## config.mk

```make
export PLATFORM = sky130hd
export DESIGN_NAME = cpu_run_ctrl
export DESIGN_NICKNAME = d
export VERILOG_FILES = /design/src/rtl/cpu_pkg.sv /design/src/rtl/sat_down_counter.sv /design/src/rtl/cpu_run_ctrl.sv
export SDC_FILE = /design/constraint.sdc
export NUM_CORES = 1
export LEC_CHECK = 0
export ABC_CLOCK_PERIOD_IN_PS = 2020
export BUFFER_PORTS_ARGS = -buffer_cell sky130_fd_sc_hd__buf_4
export CAP_MARGIN = 20
export CORE_ASPECT_RATIO = 1.75
export CORE_MARGIN = 2
export CORE_UTILIZATION = 30
export CTS_BUF_LIST = sky130_fd_sc_hd__clkbuf_16
export DETAILED_ROUTE_END_ITERATION = 8
export GPL_TIMING_DRIVEN = 0
export PLACE_DENSITY = 0.51
export SETUP_SLACK_MARGIN = 0.3
export SLEW_MARGIN = 40
export SYNTH_ARGS = -nofsm -noshare
export SYNTH_HDL_FRONTEND = slang
export SYNTH_SLANG_ARGS = --single-unit
```

## constraint.sdc

```tcl
create_clock -name clk -period 2.02 [get_ports clk]
set_input_delay 0.404 -clock clk [delete_from_list [all_inputs] [get_ports clk]]
set_output_delay 0.404 -clock clk [all_outputs]
set_load 0.01 [all_outputs]
```

## src/rtl/cpu_pkg.sv

```systemverilog
// Shared types for the cpu core, its run controller and the bench.
// The state encoding is fixed so the debug output reads the same everywhere.
package cpu_pkg;

  typedef enum logic [2:0] {
    IDLE    = 3'd0,
    RESET   = 3'd1,
    RUN     = 3'd2,
    HALTED  = 3'd3,
    TIMEOUT = 3'd4
  } run_state_t;

  localparam int RST_CNT_W = 8;

  // Once released, the core stays out of reset until a new run begins,
  // so its state can still be inspected after a halt or a timeout.
  function automatic logic core_released(input run_state_t s);
    return (s == RUN) || (s == HALTED) || (s == TIMEOUT);
  endfunction

endpackage

```

## src/rtl/sat_down_counter.sv

```systemverilog
// Loadable down-counter that stops at zero.
// It flags expiry on the last counted cycle, so the caller can leave on that edge.
module sat_down_counter #(
  parameter int W = 8
) (
  input  logic         i_clk,
  input  logic         i_rst_n,
  input  logic         i_load,
  input  logic [W-1:0] i_load_val,
  input  logic         i_dec,
  output logic         o_expired
);

  logic [W-1:0] r_count;

  always_ff @(posedge i_clk or negedge i_rst_n) begin
    if (!i_rst_n) begin
      r_count <= '0;
    end else if (i_load) begin
      r_count <= i_load_val;
    end else if (i_dec && (r_count != '0)) begin
      r_count <= r_count - W'(1);
    end
  end

  assign o_expired = (r_count <= W'(1));

endmodule

```

## src/rtl/cpu_run_ctrl.sv

```systemverilog
// Run controller for the cpu core: sequences core reset, gates execution
// (free-run or single-step), counts enabled cycles and ends on halt or timeout.
module cpu_run_ctrl #(
  parameter int RST_CYCLES = 1,
  parameter int CNT_W      = 16,
  parameter int TIMEOUT    = 10
) (
  input  logic             clk,
  input  logic             rst_n,
  input  logic             start,
  input  logic             step_mode,
  input  logic             step,
  input  logic             hlt,
  output logic             cpu_rst_n,
  output logic             cpu_en,
  output logic [CNT_W-1:0] cycle_cnt,
  output logic             done,
  output logic             timed_out,
  output logic [2:0]       state
);

  import cpu_pkg::*;

  localparam logic [CNT_W-1:0]     TIMEOUT_VAL = CNT_W'(TIMEOUT);
  localparam logic [RST_CNT_W-1:0] RST_LOAD    = RST_CNT_W'(RST_CYCLES);

  run_state_t       r_state;
  run_state_t       w_next;
  logic [CNT_W-1:0] r_cycle_cnt;
  logic [CNT_W-1:0] w_cnt_inc;
  logic             r_cpu_rst_n;
  logic             w_en;
  logic             w_load_rst;
  logic             w_dec_rst;
  logic             w_rst_expired;

  sat_down_counter #(
    .W(RST_CNT_W)
  ) u_rst_cnt (
    .i_clk      (clk),
    .i_rst_n    (rst_n),
    .i_load     (w_load_rst),
    .i_load_val (RST_LOAD),
    .i_dec      (w_dec_rst),
    .o_expired  (w_rst_expired)
  );

  assign w_cnt_inc = r_cycle_cnt + CNT_W'(1);

  always_ff @(posedge clk or negedge rst_n) begin
    if (!rst_n) begin
      r_state     <= IDLE;
      r_cpu_rst_n <= 1'b0;
    end else begin
      r_state     <= w_next;
      r_cpu_rst_n <= core_released(w_next);
    end
  end

  // Halt takes priority over reaching the cycle budget on the same edge.
  always_comb begin
    w_next     = r_state;
    w_en       = 1'b0;
    w_load_rst = 1'b0;
    w_dec_rst  = 1'b0;
    case (r_state)
      IDLE, HALTED, cpu_pkg::TIMEOUT: begin
        if (start) begin
          w_next     = RESET;
          w_load_rst = 1'b1;
        end
      end
      RESET: begin
        w_dec_rst = 1'b1;
        if (w_rst_expired) begin
          w_next = RUN;
        end
      end
      RUN: begin
        w_en = !step_mode || step;
        if (hlt) begin
          w_next = HALTED;
        end else if (w_en && (w_cnt_inc == TIMEOUT_VAL)) begin
          w_next = cpu_pkg::TIMEOUT;
        end
      end
      default: w_next = IDLE;
    endcase
  end

  // The count is cleared as a new run begins, then frozen outside RUN.
  always_ff @(posedge clk or negedge rst_n) begin
    if (!rst_n) begin
      r_cycle_cnt <= '0;
    end else if (w_load_rst) begin
      r_cycle_cnt <= '0;
    end else if (w_en) begin
      r_cycle_cnt <= w_cnt_inc;
    end
  end

  assign cpu_rst_n = r_cpu_rst_n;
  assign cpu_en    = w_en;
  assign cycle_cnt = r_cycle_cnt;
  assign done      = (r_state == HALTED);
  assign timed_out = (r_state == cpu_pkg::TIMEOUT);
  assign state     = r_state;

endmodule

```

# Word-level counts from Yosys, hierarchy flattened
# Index checks and enable logic that the tools add are counted.
dict set report classes {
  n_reduce_logical 11
  n_lt_le_gt_ge 1
  n_eq_ne 8
  mux 13
  n_addsub 2
}
# op count
set op_table {}
lappend op_table {{16-bit two-way mux} 2}
lappend op_table {{16-bit by 1-bit adder with 16-bit output (second input constant)} 1}
lappend op_table {{16-bit by 4-bit == test with 1-bit output (second input constant)} 1}
lappend op_table {{8-bit two-way mux} 2}
lappend op_table {{3-bit by 2-bit == test with 1-bit output (second input constant)} 4}
lappend op_table {{3-bit two-way mux} 4}
lappend op_table {{3-bit one-hot mux with 3 select lines} 1}
lappend op_table {{8-bit by 1-bit <= comparator with 1-bit output (second input constant)} 1}
lappend op_table {{8-bit nonzero test} 1}
lappend op_table {{8-bit by 1-bit subtractor with 8-bit output (second input constant)} 1}
lappend op_table {{3-bit == test (second input constant)} 2}
lappend op_table {{1-bit two-way mux} 4}
lappend op_table {{2-bit nonzero test} 2}
lappend op_table {{3-bit by 1-bit == test with 1-bit output (second input constant)} 1}
lappend op_table {{3-bit logical NOT} 1}
lappend op_table {{1-bit logical OR} 3}
lappend op_table {{3-bit OR reduction} 1}
lappend op_table {{1-bit logical AND} 2}
lappend op_table {{1-bit logical NOT} 1}
dict set report totals {
  in_bits 6
  out_inout_bits 23
  register_bits 28
}

# Depth between registers and ports, before layout
# Gate-level depths: netlist of the first run.
dict set report depth {
  word_depth 9
  ltp_mapped 9
  mapped_depth_nobuf 7
}

# Cells and area by module
# A second synthesis of the first run with hierarchy kept.
dict set report hier_totals {
  hier_cells 234
  hier_area_um2 2016.9
}
# module area_each_um2 instances cells_each
set by_module_without_submodules {}
lappend by_module_without_submodules {cpu_run_ctrl 1447.6 1 169}
lappend by_module_without_submodules {sat_down_counter 569.3 1 65}

# Least setup slack after synthesis of the first run
# Ideal clock, no wire load.
dict set report synth_path {
  path_kind {reg2reg}
  startpoint {reg r_cycle_cnt[0], in the netlist cycle_cnt[0]}
  endpoint {reg r_state[1], in the netlist state[1]}
  path_slack_ps -274
  path_stages_with_launch 9
  t_required_ps 1891
  n_path_buf 1
  t_arrival_ps 2165
  setup_time_ps 129
  cell_sequence {dfrtp_1 -> ha_1 -> and3_1 -> clkbuf_1 -> xnor2_1 -> nand3_1 -> a2111o_1 -> nor3_2 -> o21ai_0}
}
dict set report synth_between {
  elab_chain_cells 6
}
# element line
set synth_rtl {}
lappend synth_rtl {{start, declared} cpu_run_ctrl.sv:29} ;# logic [CNT_W-1:0] r_cycle_cnt;
lappend synth_rtl {{start signal, assigned} cpu_run_ctrl.sv:98} ;# r_cycle_cnt <= w_cnt_inc;
lappend synth_rtl {{16-bit by 1-bit adder with 16-bit output} cpu_run_ctrl.sv:48} ;# assign w_cnt_inc = r_cycle_cnt + CNT_W'(1);
lappend synth_rtl {{16-bit by 4-bit == test with 1-bit output} cpu_run_ctrl.sv:83} ;# end else if (w_en && (w_cnt_inc == TIMEOUT_VAL)) begin
lappend synth_rtl {{1-bit logical AND} cpu_run_ctrl.sv:83}
lappend synth_rtl {{3-bit two-way mux} cpu_run_ctrl.sv:83}
lappend synth_rtl {{3-bit two-way mux} cpu_run_ctrl.sv:81} ;# if (hlt) begin
lappend synth_rtl {{3-bit one-hot mux with 3 select lines} cpu_run_ctrl.sv:66} ;# case (r_state)
lappend synth_rtl {{net w_next[1]} cpu_run_ctrl.sv:28} ;# run_state_t w_next;
lappend synth_rtl {{end signal, assigned} cpu_run_ctrl.sv:55} ;# r_state <= w_next;
lappend synth_rtl {{end, declared} cpu_run_ctrl.sv:27} ;# run_state_t r_state;
# The timed path passes the listed nets, and every way through them passes these cells.
# A chain may end at the register's enable or synchronous reset.

# Final worst setup path of the first run
# Same ends and word-level chain as after synthesis.

==> metrics.yaml, run 1 <==
dpl_worst_slack_ps: -221
synth-seq-cells: 28
vias: 1847
clkTransAtPathRegs_ps: 70
fmax_mhz: 481
slew_headroom_pct: 58.3
crit_type: "flop to flop"
path_max_fanout: 7
cp-end-kind: "flop"
yosysWarnings: 0
synth_edf_count: 0
ys_types: 42
hp-class: "primary input to asynchronous set/reset pin"
port_buffers: 28
start_kind: "flop"
viasPerCell: 5.23
finClkSkew_ps: 7.27
drt_pass1_iterations: 4
cap_violations: 0
wl_per_cell_um: 15.4
critical_path_buf_inv_count: 0
layout-drive-gt1-share_pct: 49.1
slowest_stage: "dfrtp_2"
overflow: 0
drt_iter0_drc: 123
final_common_cell: "buf_4"
clock_path_buffers: 2
p_leak_uw: 0.00129
drc: 0
clock_latency_ps: 260
cts_tree: "yes"
period_needed_ps: 2080
final-hold-violation-count: 0
violations: "negative setup slack"
synth.avg_cell_area_um2: 8.49
ir_drop_uv: 631
layout_common_cells: "buf_4, dfrtp_1, buf_6, nor2_1, o21ai_2"
die_h_um: 105
outcome: "complete, but fails checks"
gr-usage-all-layers_pct: 17.6
ys_seq_area_share_pct: 40.3
h-tree-depth: 1
stdcell_count: 353
rsz0062_at_grt: "true"
fin_nets: 288
ys.flop_type: "dfrtp_1"
fp.coreArea_um2: 5590
initial_core_util_pct: 31.2
root_buffer: "clkbuf_16"
cp_top_family: "compound AO/OA/AOI/OAI gates"
grt_pass1_wl_um: 8660
die_w_um: 61.6
syn_nets: 215
dieArea_um2: 6450
power_uw: 2910
place_inst: 309
syn-instance-count: 205
required_ps: 2170
cts_buffers: 3
drtAntennaViolNets: 0
diodes: 0
synth_area_um2: 1740
postRouteWirelength_um: 5450
arrival_ps: 2230
grt_pass1_vias: 1780
fin_ws_ps: -58.8
max_stage_delay_ps: 450
path_cells: "ha_4 > or3_1 > a221o_1 > a2111o_1 > nor3_2 > o21ai_1"
place_congestion: 0.896
cts_hold_buf: 0
async_flop_share_pct: 100
rows: 36
power_density_nw_per_um2: 1010
cts_sinks: 28
setup_viol: 2
areaGrowthSynthToFinish_pct: 66.4
tightestPinTransition_ps: 621
antenna_found_initial: 0
dp.final_hpwl_um: 3380
period_share_pct: 103
grt_max_degree: 29
slew_violations: 0
ioPinCount: 29
==> report_power, final <==
| group | switching [µW] | internal [µW] |
|---|---|---|
| Combinational | 730 | 912 |
| Clock | 196 | 266 |
| Sequential | 129 | 677 |
==> registers in the layout, indices dropped and copies added, names as in the netlist <==
| name | cells |
|---|---|
| cycle_cnt | 16 |
| u_rst_cnt.r_count | 8 |
| state | 3 |
| cpu_rst_n | 1 |
==> Yosys cell counts, types with 2 or more instances <==
| cell type | number | area share (%) |
|---|---|---|
| dfrtp_1 | 28 | 40 |
| nor2_1 | 23 | 5.0 |
| o21ai_0 | 21 | 6.0 |
| nand2_1 | 14 | 3.0 |
| nand3_1 | 11 | 3.2 |
| a21oi_1 | 8 | 2.3 |
| nand4_1 | 8 | 2.9 |
| nor3_1 | 8 | 2.3 |
| xnor2_1 | 7 | 3.5 |
| xor2_1 | 7 | 3.5 |
| clkbuf_1 | 6 | 1.3 |
| inv_1 | 5 | 1.1 |
| nand2b_1 | 5 | 1.8 |
| o31ai_1 | 5 | 2.2 |
| a31oi_1 | 4 | 1.4 |
| buf_2 | 4 | 1.2 |
| ha_1 | 4 | 2.9 |
| and2_1 | 3 | 1.1 |
| nor2b_1 | 3 | 1.1 |
| o22ai_1 | 3 | 1.1 |
| or3_1 | 3 | 1.1 |
| and4_1 | 2 | 1.0 |
| nor4_1 | 2 | 0.72 |
| o41ai_1 | 2 | 1.0 |
| or3b_1 | 2 | 1.0 |
==> routing by layer <==
layer / global-route usage (%) / part of all wire (%) / vias up
met4: 9.27 / 3.8 / 0
met3: 2.10 / 2.5 / 15
met5: 0 / 0 / -
li1: - / - / 884
met2: 29.7 / 55 / 48
met1: 20.5 / 38 / 900
==> metrics by stage <==
| step | hold slack (ps) | TNS (ps) | area (µm²) | util, % |
|---|---|---|---|---|
| after floorplan | 108 | 0 | 1840 | - |
| after global placement | 357 | -533 | 2150 | 38.5 |
| after detailed placement | 357 | -426 | 2150 | 38.5 |
| after CTS | 73.0 | -167 | 2570 | 46.1 |
| after global routing | 90.2 | -253 | 2900 | 51.8 |
| final | 59.6 | -110 | 2900 | 51.8 |
==> repair_timing <==
action | in CTS | in global routing
gates cloned | 2 | 1
buffers inserted | 21 | 16
setup endpoints to repair | 23 | 28
pin swaps | 4 | 20
resized for setup | 47 | 48
==> final timing paths <==
kind,start,endpoint,slack [ps],cells past startpoint
max,cycle_cnt[0],state[1],-60,6
min,rst_n,cycle_cnt[11],60,1
max reg2reg,cycle_cnt[0],state[1],-60,6
min reg2reg,u_rst_cnt.r_count[7],u_rst_cnt.r_count[7],570,2
max in group asynchronous,rst_n,cycle_cnt[1],1660,1
min in group clk,hlt,state[2],450,3
==> area by class of cell <==
cell class | count | area [µm²]
inverter | 6 | 30.0
fill | 555 | 2690
tap | 76 | 95.1
clock inverter | 1 | 3.75
buffer | 12 | 156
clock buffer | 3 | 75.1
timing repair buffer | 68 | 601
sequential | 28 | 708
multi-input combinational | 159 | 1230
==> cell families (layout without fill, tap and decap cells) <==
group / after synthesis / count (layout) / share of synthesized area [%]
and+or+nand+nor: 89 / 89 / 26.4
AOI/OAI and AO/OA: 51 / 51 / 18.3
xor gates and xnor gates: 14 / 14 / 7.05
muxes: 1 / 1 / 0.575
adders and majority gates: 4 / 4 / 2.88
DFF: 28 / 28 / 40.3
buffers and inverters: 18 / 90 / 4.60
No activity file was read; power rests on OpenSTA's default activity.
==> inputs of run 2 (changes only) <==
- SKIP_CTS_REPAIR_TIMING: not set -> 1
==> run 2 against run 1 <==
Compared with the run above: the flow still finishes with violations (negative setup slack); cell area decreased by 9.3%; sequential share of layout area increased by 2.6 points; clock skew decreased by 2.7 ps; first-iteration DRC count decreased by 35%; core utilization decreased by 4.8 points.
==> metrics.yaml, run 2 (synthesis gave the netlist of run 1 again) <==
clockPowerShare_pct: 17.9  # was 15.9%
fp.coreArea_um2: 5590  # unchanged
finClkSkew_ps: 4.54  # was 7.27 ps
die_h_um: 105  # unchanged
die_w_um: 61.6  # unchanged
crit_type: "flop to flop"  # unchanged
clock_path_buffers: 2  # unchanged
viasPerCell: 5.05  # was 5.23
hp-class: "primary input to asynchronous set/reset pin"  # unchanged
switching_share_pct: 36.8  # was 36.3%
drc: 0  # unchanged
rows: 36  # unchanged
p_switching_uw: 948  # was 1060 µW
period_share_pct: 106  # was 103%
start_kind: "flop"  # unchanged
gr-usage-all-layers_pct: 15.7  # was 17.6%
ioPinCount: 29  # unchanged
drt_iter0_drc: 80  # was 123
antenna_found_initial: 0  # unchanged
internal_power_uw: 1630  # was 1850 µW
rsz0062_at_grt: "true"  # unchanged
cp-end-kind: "flop"  # unchanged
power_density_nw_per_um2: 980  # was 1010 nW/µm²
violations: "negative setup slack"  # unchanged
final-hold-violation-count: 0  # unchanged
grt_pass1_vias: 1572  # was 1780
cts_buffers: 3  # unchanged
utilization_pct: 47.0  # was 51.8%
diodes: 0  # unchanged
initial_core_util_pct: 31.2  # unchanged
port_buffers: 28  # unchanged
drtAntennaViolNets: 0  # unchanged
ir_drop_uv: 649  # was 631 µV
clock_latency_ps: 260  # about the same
grt_pass1_wl_um: 7830  # was 8660 µm
place_inst: 309  # unchanged
multi_input_area_um2: 1150  # was 1230 µm²
clkTransAtPathRegs_ps: 70  # about the same
postRouteWirelength_um: 4950  # was 5450 µm
outcome: "complete, but fails checks"  # unchanged
seq_area_um2: 709  # was 708 µm²
layout_common_cells: "buf_4, nor2_1, dfrtp_1"  # was buf_4, dfrtp_1, buf_6, nor2_1, o21ai_2
slew_headroom_pct: 74.9  # was 58.3%
overflow: 0  # unchanged
path_max_fanout: 7  # unchanged
cts_tree: "yes"  # unchanged
dieArea_um2: 6450  # unchanged
final_common_cell: "buf_4"  # unchanged
tightestPinTransition_ps: 376  # was 621 ps
cap_violations: 0  # unchanged
stdcell_count: 339  # was 353
slew_violations: 0  # unchanged
cts_sinks: 28  # unchanged
h-tree-depth: 1  # unchanged
drt_pass1_iterations: 4  # unchanged
areaGrowthSynthToFinish_pct: 50.8  # was 66.4%
grt_max_degree: 29  # unchanged
dp.final_hpwl_um: 3380  # unchanged
p_leak_uw: 0.00117  # was 0.00129 µW
fin_nets: 274  # was 288
root_buffer: "clkbuf_16"  # unchanged
arrival_ps: 2290  # was 2230 ps
fill_cells: 568  # was 555
vias: 1711  # was 1847
place_congestion: 0.896  # unchanged
power_frac_comb_pct: 50.8  # was 56.4%
sequentialPowerShare_pct: 31.3  # was 27.7%
fmax_mhz: 466  # was 481 MHz
largest_register_ffs: 16  # unchanged
layout-drive-gt1-share_pct: 41.1  # was 49.1%
period_needed_ps: 2150  # was 2080 ps
required_ps: 2160  # was 2170 ps
setup_viol: 2  # unchanged
fin_ws_ps: -127  # was -58.8 ps
wl_per_cell_um: 14.6  # was 15.4 µm
[run 2: changes by cell type in the layout (fill, tap and decap cells not counted), sizes merged]
cell	delta
buf	-13
clkbuf	-2
clkinv	+1
dlymetal6s2s	+1
inv	-1
[run 2: path summary, 6_finish.rpt]
check / slack (ps) / from / endpoint / cells after the start
setup / recovery: -130 / cycle_cnt[1] / state[1] / 7
hold / removal: 60 / rst_n / cycle_cnt[2] / 1
setup reg to reg: -130 / cycle_cnt[1] / state[1] / 7
hold reg to reg: 560 / cycle_cnt[15] / cycle_cnt[15] / 1
max in group asynchronous: 1660 / rst_n / cycle_cnt[1] / 1
min in group clk: 450 / hlt / state[2] / 3
[run 2: power by group through the flow]
stage / Clock (µW) / Sequential, µW / Combinational, µW
after floorplan: 0 / 811 / 666
after global placement: 0 / 815 / 914
after detailed placement: 0 / 816 / 924
after CTS: 479 / 808 / 926
after global routing: 507 / 828 / 1420
final: 460 / 806 / 1310
[run 2: worst max-delay path, stage by stage, from the launching register on]
cell      delay (ps)
dfrtp_2          460
and4_1           210
buf_6            130
a211o_1          250
a221o_1          300
a2111o_1         330
nor3_2           240
o21ai_1          110
[run 2: cell type report]
class / instances / share of cell area [%]
Multi-Input combinational cell: 159 / 43.8
Sequential cell: 28 / 27.0
Timing Repair Buffer: 54 / 16.6
Buffer: 12 / 4.67
Tap cell: 76 / 3.62
Clock buffer: 3 / 2.86
Inverter: 6 / 1.33
Clock inverter: 1 / 0.143
[run 2: layer usage]
layer	vias to the layer above	GRT usage, %	part of all wire (%)
li1	851	-	-
met1	826	20.2	42
met2	30	25.7	55
met3	4	1.86	2.4
met4	0	5.78	1.2
met5	-	0	0
[run 2: per-stage QoR]
stage               cell area (µm²)  total power, µW  hold slack, ps  TNS (ps)  setup WS, ps
floorplan                      1840             1480             108         0          18.2
global placement               2150             1730             357      -533          -276
detailed placement             2150             1740             357      -426          -221
CTS                            2230             2210            72.9      -555          -239
global route                   2630             2760            88.8      -422          -198
finish                         2630             2570            58.6      -232          -127
==> inputs of run 3 (changes only) <==
--- a/config.mk
+++ b/config.mk
@@ -13,3 +13,2 @@
 export CORE_UTILIZATION = 30
-export CTS_BUF_LIST = sky130_fd_sc_hd__clkbuf_16
 export DETAILED_ROUTE_END_ITERATION = 8
==> constraint.sdc (replaced) <==
create_clock -name clk -period 2.02 [get_ports clk]
set_input_delay 0.303 -clock clk [delete_from_list [all_inputs] [get_ports clk]]
set_output_delay 0.303 -clock clk [all_outputs]
set_load 0.01 [all_outputs]
==> run 3 against run 2 <==
Compared with the run above: the run still ends with negative setup slack left; via count is 1.1% higher; setup slack got worse by 5.4 ps; sequential share of layout area is 0.20 points lower; first-iteration DRC count grew 30%; sequential power is essentially flat; routed wire length increased by 1.3%; count of clock-buffer cells in the layout increased by 1; flip-flop and latch count unchanged; critical path depth unchanged; core utilization is 0.36 points higher; die area unchanged; global-route usage about the same; highest routed layer unchanged.
==> metrics.yaml, run 3 (synthesis gave the netlist of run 1 again) <==
outcome: "complete, but fails checks"  # unchanged
violations: "negative setup slack"  # unchanged
ioPinCount: 29  # unchanged
start_kind: "flop"  # unchanged
power_density_nw_per_um2: 959  # was 980 nW/µm²
clockPowerShare_pct: 14.3  # was 17.9%
grt_pass1_wl_um: 7810  # was 7830 µm
rows: 36  # unchanged
largest_register_ffs: 16  # unchanged
grt_pass1_vias: 1580  # was 1572
areaGrowthSynthToFinish_pct: 52.0  # was 50.8%
final-hold-violation-count: 0  # unchanged
overflow: 0  # unchanged
clkTransAtPathRegs_ps: 100  # was 70 ps
grt_max_degree: 29  # unchanged
postRouteWirelength_um: 5010  # was 4950 µm
dieArea_um2: 6450  # unchanged
gr-usage-all-layers_pct: 15.7  # about the same
place_congestion: 0.896  # unchanged
fin_ws_ps: -133  # was -127 ps
endpoint: "state[1]"  # unchanged
hp-class: "primary input to flop"  # was primary input to asynchronous set/reset pin
initial_core_util_pct: 31.2  # unchanged
drt_pass1_iterations: 4  # unchanged
r2r_cells: 7  # unchanged
required_ps: 2190  # was 2160 ps
vias: 1729  # was 1711
clock_latency_ps: 280  # was 260 ps
placed_area_um2: 2150  # unchanged
final_area_um2: 2650  # was 2630 µm²
switching_share_pct: 37.8  # was 36.8%
diodes: 0  # unchanged
fill_cells: 571  # was 568
worstSetupStartpoint: "cycle_cnt[2]"  # was cycle_cnt[1]
wl_per_cell_um: 14.6  # about the same
p_leak_uw: 0.00118  # was 0.00117 µW
die_h_um: 105  # unchanged
r2r_start: "cycle_cnt[2]"  # was cycle_cnt[1]
antenna_found_initial: 0  # unchanged
drc: 0  # unchanged
fin_nets: 277  # was 274
cp-end-kind: "flop"  # unchanged
p_switching_uw: 959  # was 948 µW
drtAntennaViolNets: 0  # unchanged
cts_buffers: 3  # unchanged
ir_drop_uv: 870  # was 649 µV
arrival_ps: 2320  # was 2290 ps
fmax_mhz: 464  # was 466 MHz
rsz0062_at_grt: "true"  # unchanged
setup_viol: 2  # unchanged
dp.final_hpwl_um: 3380  # unchanged
sequentialPowerShare_pct: 31.7  # was 31.3%
layout_common_cells: "buf_4, nor2_1, dfrtp_1"  # unchanged
path_max_fanout: 8  # was 7
root_buffer: "clkbuf_8"  # was clkbuf_16
dpl_worst_slack_ps: -221  # unchanged
slew_headroom_pct: 74.7  # was 74.9%
internal_power_uw: 1580  # was 1630 µW
die_w_um: 61.6  # unchanged
port_buffers: 28  # unchanged
viasPerCell: 5.06  # was 5.05
layout-drive-gt1-share_pct: 42.1  # was 41.1%
drt_iter0_drc: 104  # was 80
h-tree-depth: 1  # unchanged
finClkSkew_ps: 6.94  # was 4.54 ps
power_frac_comb_pct: 54.0  # was 50.8%
clock_path_buffers: 2  # unchanged
period_needed_ps: 2150  # about the same
cts_sinks: 28  # unchanged
fp.coreArea_um2: 5590  # unchanged
cts_tree: "yes"  # unchanged
slew_violations: 0  # unchanged
tightestPinTransition_ps: 379  # was 376 ps
final_common_cell: "buf_4"  # unchanged
r2r_slack_ps: -130  # about the same
crit_type: "flop to flop"  # unchanged
period_share_pct: 107  # was 106%
r2r_end: "state[1]"  # unchanged
cap_violations: 0  # unchanged
run 3: changes by cell type in the layout (fill, tap and decap cells not counted):
cell | previous run | this run
clkbuf_16 | 4 | 1
clkinv_1 | 1 | 0
clkbuf_8 | 0 | 4
buf_6 | 8 | 12
buf_4 | 52 | 50
dlygate4sd3_1 | 0 | 1
o21ai_2 | 5 | 6
o21ai_0 | 4 | 3
run 3: power groups by stage:
stage / registers, µW / clock network [µW] / logic [µW]
3_3_place_gp: 815 / 0 / 914
4_1_cts: 808 / 382 / 926
5_1_grt: 828 / 399 / 1490
3_5_place_dp: 816 / 0 / 924
6_report: 805 / 363 / 1370
2_1_floorplan: 811 / 0 / 666
run 3: metal layers:
layer	wire [µm]	global-route usage, %	vias up
li1	-	-	858
met4	78	6.23	0
met5	0	0	-
met3	113	1.86	7
met2	2730	25.6	28
met1	2090	20.2	836
run 3: how the worst min path moves through the flow:
stage / start / to / slack (ps) / cells after the start
2_1_floorplan: rst_n / cpu_rst_n / 7 / 0
3_5_place_dp: rst_n / cycle_cnt[2] / 260 / 1
4_1_cts: rst_n / cycle_cnt[2] / -60 / 1
6_report: hlt / state[2] / 320 / 3
3_3_place_gp: rst_n / cycle_cnt[4] / 260 / 1
5_1_grt: hlt / state[2] / 320 / 3
run 3: critical path: stages, from the launching register on:
cell and delay, ps:
dfrtp_2 460, and4_1 220, buf_6 130, a211o_1 240, a221o_1 310, a2111o_1 330
nor3_2 240, o21ai_1 110
run 3: metrics by stage:
stage,TNS [ps],utilization [%],power (µW),hold slack [ps],instances
floorplan,0,-,1480,7.41,205
global placement,-533,38.5,1730,256,309
detailed placement,-426,38.5,1740,256,309
CTS,-502,39.4,2120,-59.2,313
global route,-376,47.4,2720,323,342
finish,-240,47.4,2540,320,342
run 3: layout make-up:
cell class / instances / area [µm²] / area share (%)
buffer: 12 / 126 / 4.78
tap: 76 / 95.1 / 3.60
sequential: 28 / 709 / 26.8
inverter: 6 / 35.0 / 1.32
multi-input combinational: 159 / 1150 / 43.6
clock buffer: 4 / 55.1 / 2.08
timing repair buffer: 57 / 472 / 17.8
